File: config.mk
export PLATFORM = sky130hd
export DESIGN_NAME = shape_vertex_streamer
export DESIGN_NICKNAME = d
export VERILOG_FILES = /design/src/rtl/shape_vertex_streamer.sv
export SDC_FILE = /design/constraint.sdc
export NUM_CORES = 1
export LEC_CHECK = 0
export ABC_AREA = 1
export CORE_UTILIZATION = 40
export CTS_BUF_LIST = sky130_fd_sc_hd__clkbuf_4
export DETAILED_ROUTE_END_ITERATION = 8
export GPL_TIMING_DRIVEN = 1
export PLACE_DENSITY_LB_ADDON = 0.1
export SETUP_SLACK_MARGIN = 0.2
export SLEW_MARGIN = 20
export SYNTH_ARGS = -nofsm -noshare
export SYNTH_HDL_FRONTEND = slang
export SYNTH_SLANG_ARGS = --single-unit
File: constraint.sdc
create_clock -name clk -period 2.38 [get_ports clk]
set_input_delay 0.357 -clock clk [delete_from_list [all_inputs] [get_ports clk]]
set_output_delay 0.357 -clock clk [all_outputs]
set_load 0.02 [all_outputs]
File: src/rtl/shape_vertex_streamer.sv
// rtl/shape_vertex_streamer.sv - streams the vertices of one shape instruction per handshake
module shape_vertex_streamer #(
    parameter int width  = 4,
    parameter int height = 3,
    parameter int cnt_w  = 8
) (
    input  logic              clk,
    input  logic              rst_n,
    input  logic              in_valid,
    output logic              in_ready,
    input  logic [1:0]        shape,
    input  logic [width-1:0]  x1,
    input  logic [width-1:0]  x2,
    input  logic [width-1:0]  x3,
    input  logic [height-1:0] y1,
    input  logic [height-1:0] y2,
    input  logic [height-1:0] y3,
    output logic              vert_valid,
    input  logic              vert_ready,
    output logic [width-1:0]  vert_x,
    output logic [height-1:0] vert_y,
    output logic [1:0]        vert_idx,
    output logic              vert_last,
    output logic              vert_oob,
    output logic              busy,
    output logic [cnt_w-1:0]  done_cnt
);

    typedef enum logic [1:0] {
        IDLE = 2'd0,
        CALC = 2'd1,
        EMIT = 2'd2
    } state_t;

    state_t state;

    logic [1:0]        shape_r;
    logic [width-1:0]  px [0:2];
    logic [height-1:0] py [0:2];

    logic [width-1:0]  vx   [0:3];
    logic [height-1:0] vy   [0:3];
    logic              voob [0:3];
    logic [1:0]        last_idx;
    logic [1:0]        idx;
    logic [1:0]        next_idx;

    logic [width-1:0]  tx   [0:3];
    logic [height-1:0] ty   [0:3];
    logic              toob [0:3];
    logic [1:0]        tlast;

    // Two extra bits hold both the carry of x2+x3 and the sign of the subtraction.
    logic signed [width+1:0]  sum_x;
    logic signed [height+1:0] sum_y;

    assign in_ready = (state == IDLE);
    assign busy     = (state != IDLE);
    assign next_idx = idx + 2'd1;

    always_comb begin
        for (int i = 0; i < 4; i++) begin
            tx[i]   = '0;
            ty[i]   = '0;
            toob[i] = 1'b0;
        end
        tlast = 2'd2;
        sum_x = $signed({2'b00, px[1]}) + $signed({2'b00, px[2]}) - $signed({2'b00, px[0]});
        sum_y = $signed({2'b00, py[1]}) + $signed({2'b00, py[2]}) - $signed({2'b00, py[0]});
        case (shape_r)
            2'd0: begin
                for (int i = 0; i < 3; i++) begin
                    tx[i] = px[i];
                    ty[i] = py[i];
                end
                tlast = 2'd2;
            end
            2'd1: begin
                for (int i = 0; i < 3; i++) begin
                    tx[i] = px[i];
                    ty[i] = py[i];
                end
                tx[3]   = sum_x[width-1:0];
                ty[3]   = sum_y[height-1:0];
                // Any set bit above the coordinate field means negative or above max.
                toob[3] = (|sum_x[width+1:width]) | (|sum_y[height+1:height]);
                tlast   = 2'd3;
            end
            2'd2: begin
                tx[0] = px[0]; ty[0] = py[0];
                tx[1] = px[1]; ty[1] = py[0];
                tx[2] = px[1]; ty[2] = py[1];
                tx[3] = px[0]; ty[3] = py[1];
                tlast = 2'd3;
            end
            default: begin
                tx[0] = px[0]; ty[0] = py[0];
                tx[1] = px[1]; ty[1] = py[1];
                tlast = 2'd1;
            end
        endcase
    end

    always_ff @(posedge clk or negedge rst_n) begin
        if (!rst_n) begin
            state      <= IDLE;
            shape_r    <= 2'd0;
            for (int i = 0; i < 3; i++) begin
                px[i] <= '0;
                py[i] <= '0;
            end
            for (int i = 0; i < 4; i++) begin
                vx[i]   <= '0;
                vy[i]   <= '0;
                voob[i] <= 1'b0;
            end
            last_idx   <= 2'd0;
            idx        <= 2'd0;
            vert_valid <= 1'b0;
            vert_x     <= '0;
            vert_y     <= '0;
            vert_idx   <= 2'd0;
            vert_last  <= 1'b0;
            vert_oob   <= 1'b0;
            done_cnt   <= '0;
        end else begin
            case (state)
                IDLE: begin
                    if (in_valid) begin
                        shape_r <= shape;
                        px[0]   <= x1;
                        px[1]   <= x2;
                        px[2]   <= x3;
                        py[0]   <= y1;
                        py[1]   <= y2;
                        py[2]   <= y3;
                        state   <= CALC;
                    end
                end
                CALC: begin
                    for (int i = 0; i < 4; i++) begin
                        vx[i]   <= tx[i];
                        vy[i]   <= ty[i];
                        voob[i] <= toob[i];
                    end
                    last_idx   <= tlast;
                    idx        <= 2'd0;
                    // V0 goes straight to the output registers so EMIT starts presenting at once.
                    vert_x     <= tx[0];
                    vert_y     <= ty[0];
                    vert_oob   <= toob[0];
                    vert_idx   <= 2'd0;
                    vert_last  <= (tlast == 2'd0);
                    vert_valid <= 1'b1;
                    state      <= EMIT;
                end
                EMIT: begin
                    if (vert_ready) begin
                        if (idx == last_idx) begin
                            vert_valid <= 1'b0;
                            vert_last  <= 1'b0;
                            done_cnt   <= done_cnt + 1'b1;
                            state      <= IDLE;
                        end else begin
                            idx       <= next_idx;
                            vert_x    <= vx[next_idx];
                            vert_y    <= vy[next_idx];
                            vert_oob  <= voob[next_idx];
                            vert_idx  <= next_idx;
                            vert_last <= (next_idx == last_idx);
                        end
                    end
                end
                default: state <= IDLE;
            endcase
        end
    end

endmodule

==> flow_summary.ini <==
[power_and_ir_drop]
pwr-share-comb_pct = 54.3
p_sw_mw = 3.254
ir_worst_vdd_uv = 587.2
p_int_mw = 3.848
power_leakage_nw = 2.387
swShare_pct = 45.81
power_frac_seq_pct = 31.3
clkPwrFrac_pct = 14.4
p_per_area_nw_per_um2 = 1458

[worst_hold_path]
hp-class = input pin to asynchronous set/reset pin

[cts]
cts_inserted_buffers = 9
htree_levels = 3
cts_sinks = 76
clock_path_buffers = 2
cts_tree = yes
root_buffer = clkbuf_4
clkTransAtPathRegs_ps = 130
clk_latency_ps = 430

[route]
drtIter0Drc = 124
first_pass_iters = 4
ant_nets = 0
post-route-drc-count = 0
wire_per_inst_um = 13.68
routed_wl_mm = 9.441
vias = 3283
vias_per_cell = 4.758

[floorplan]
die_h_um = 102.5
ios = 49
die_area_sq_um = 10510
die_w_um = 102.5
core_area_sq_um = 9774
start_util_pct = 41.35
rows = 36

[yosys]
ys_seq_area_share_pct = 47.06
ys.warnings.count = 0
syn_nets = 547
synth_cells = 499
ys.flop_type = dfrtp_1
yosysUniqueCellTypes = 28
ys_ff_latch = 76
synth_area_leaders = dfrtp_1, nand2_1, o21ai_0, inv_1, ha_1
yosysTopAreaCellShare_pct = 47.06
async_reset_ff_share_pct = 100.0
syn_area_per_cell_sq_um = 8.099
netlist_area_sq_um = 4041
synth_top_area_cell = dfrtp_1
synth_edf_count = 0

[placed_design]
preCtsSetupSlack_ps = 289.1
gp_congestion = 0.8225
numPortBuffers = 48
hpwl_mm = 6.920

[cells_and_area]
nNetsFinal = 600
drive_above_1_share_pct = 5.925
fillCellCount = 986
area_growth_pct = 20.53
antenna_cells = 0

[sta]
setup_viol = 0
fin_setup_tns_ps = 0
tightestPinTransition_ps = 684.6
fin_crit_sh_pct = 87.08
layout_min_cycle_time_ps = 2072
finalWorstSetupSlack_ps = 307.5
rsz0062_at_grt = true
maxSlewHeadroom_pct = 54.19
clock-skew-final_ps = 14.54
drv_slew = 0
hold_viol = 0
timing.fmax_ghz = 0.4825

[critical_path]
critPathLaunchType = flop
endpoint_kind = flop
path_cells = inv_1, fa_1, inv_1, ha_1, a21oi_1, nand2_1, nand2_1, nand2_1, o21bai_1, nand2_1
crit_arrival_ps = 2390
path_class = flop to flop
worstPathRequired_ps = 2700
path_common_cell = nand2_1
critPathSlowestCell = fa_1
path_max_fanout = 4
max_stage_delay_ps = 530

[global_routing]
groute.usage.overall_pct = 20.32
overflow = 0
first_global_vias = 3078
antenna_found_initial = 0
grt_max_degree = 48
grt_pass1_wl_mm = 16.02

[status]
status = finished, final reports clean

[flow_run]
cap_violations = 0
## area by class of cell
| type | count | area (sq um) | share of cell area [%] |
|---|---|---|---|
| clock buffers | 10 | 75.07 | 1.541 |
| inverters | 74 | 277.8 | 5.703 |
| flip-flops and latches | 76 | 1902 | 39.04 |
| repair buffers | 56 | 555.5 | 11.41 |
| multi-input cells | 335 | 1783 | 36.60 |
| well taps | 133 | 166.4 | 3.416 |
| clock inverters | 6 | 111.4 | 2.286 |
## routing by layer
layer | vias up | routed length, um | track usage, % | part of all wire (%)
met3 | 16 | 473 | 3.186 | 5.0
li1 | 1690 | - | - | -
met1 | 1502 | 4758 | 30.28 | 50
met4 | 0 | 239 | 9.341 | 2.5
met5 | - | 0 | 0 | 0
met2 | 75 | 3971 | 28.87 | 42
## synthesized netlist by cell type (all sizes together), types with 3 or more instances
library cell	instances
dfrtp	76
xor2	3
a21oi	16
o22ai	3
nor2	18
nand2	162
a22oi	6
nand3	27
nand4	6
xnor2	4
o21ai	65
fa	7
buf	13
ha	14
inv	74
## state kept, by name, indices dropped and copies added (netlist names), 3 cells and up
register,cells
vx,16
done_cnt,8
py,9
px,12
vert_y,3
vy,12
vert_x,4
## power groups by stage
stage	clock network [mW]	logic, mW	registers [mW]
CTS	1.06	3.88	2.22
detailed placement	0	3.86	2.25
global placement	0	3.79	2.23
global route	1.10	4.49	2.30
finish	1.02	3.86	2.22
floorplan	0	2.63	2.30
## worst max-delay path: cells and delay by family (launching register included)
family | cells | cell delay [ps]
fa+ha+maj | 2 | 860
flops | 1 | 390
compound gates | 2 | 350
simple gates | 4 | 260
buf+inv | 2 | 120
## worst paths after layout
check | cells past startpoint | startpoint | to | slack, ps
max | 10 | py[2]$_DFFE_PN0P_ | voob[0]$_DFFE_PN0P_ | 310
min | 2 | rst_n | done_cnt[6]$_DFFE_PN0P_ | 410
max reg2reg | 10 | py[2]$_DFFE_PN0P_ | voob[0]$_DFFE_PN0P_ | 310
min reg2reg | 2 | vx[15]$_DFFE_PN0P_ | vx[15]$_DFFE_PN0P_ | 500
max in group asynchronous | 3 | rst_n | shape_r[1]$_DFFE_PN0P_ | 1370
min in group clk | 3 | x3[0] | px[0]$_DFFE_PN0P_ | 460
## per-stage QoR
stage                     total power [mW]  std cells  hold WS [ps]  util [%]  instance area [sq um]
final                                7.102        690         413.4     49.83                   4871
after global routing                 7.893        690         443.9     49.83                   4871
after CTS                            7.157        689         409.5     49.71                   4858
after detailed placement             6.106        672         344.8     47.67                   4659
after global placement               6.026        672         341.8     47.67                   4659
after floorplan                      4.925        499         61.41         -                   4041
## timing repair
action / in CTS / in global routing
cloned: 0 / 0
setup endpoints to repair: 1 / 5
hold buffers: 1 / 0
endpoints found under the hold margin: 34 / 0
resized for setup: 1 / 3
pin swaps: 0 / 1
setup buffers: 0 / 1
## layout by cell type (no fill, tap or decap)
cell type        Yosys  layout
inv_6                0       1
o21bai_1             1       1
nor2_1              17      16
a22oi_1              6       6
clkbuf_4             0      10
ha_1                14      14
dlygate4sd3_1        0       1
nand3_1             27      27
a21oi_1             16      16
fa_1                 7       6
nand2_1            158     158
inv_1               73      73
buf_12               0       1
nor2_2               0       1
xnor2_2              1       1
o21ai_0             61      60
buf_4                4       7
xnor2_1              3       3
dlymetal6s2s_1       0       1
o21ai_1              4       5
nand4_1              6       6
clkinv_1             0       1
fa_2                 0       1
clkinv_4             0       1
dfrtp_1             76      76
bufinv_16            0       3
o31ai_1              1       1
nor3_4               1       1
nand2_4              4       4
xor2_1               3       3
inv_2                1       1
clkdlybuf4s50_1      0      46
nand3b_1             1       1
o22ai_1              3       3
nor2_4               1       1
## cell families (layout without fill, tap and decap cells)
group / Yosys count / in the layout / synth area share [%]
flip-flops: 76 / 76 / 47.06
buffers and inverters: 88 / 146 / 8.947
XOR/XNOR: 7 / 7 / 1.703
adder cells (fa/ha/maj): 21 / 21 / 7.802
AO/OA/AOI/OAI: 92 / 92 / 11.98
AND/OR/NAND/NOR: 215 / 215 / 22.51
No activity file was read; power rests on OpenSTA's default activity.
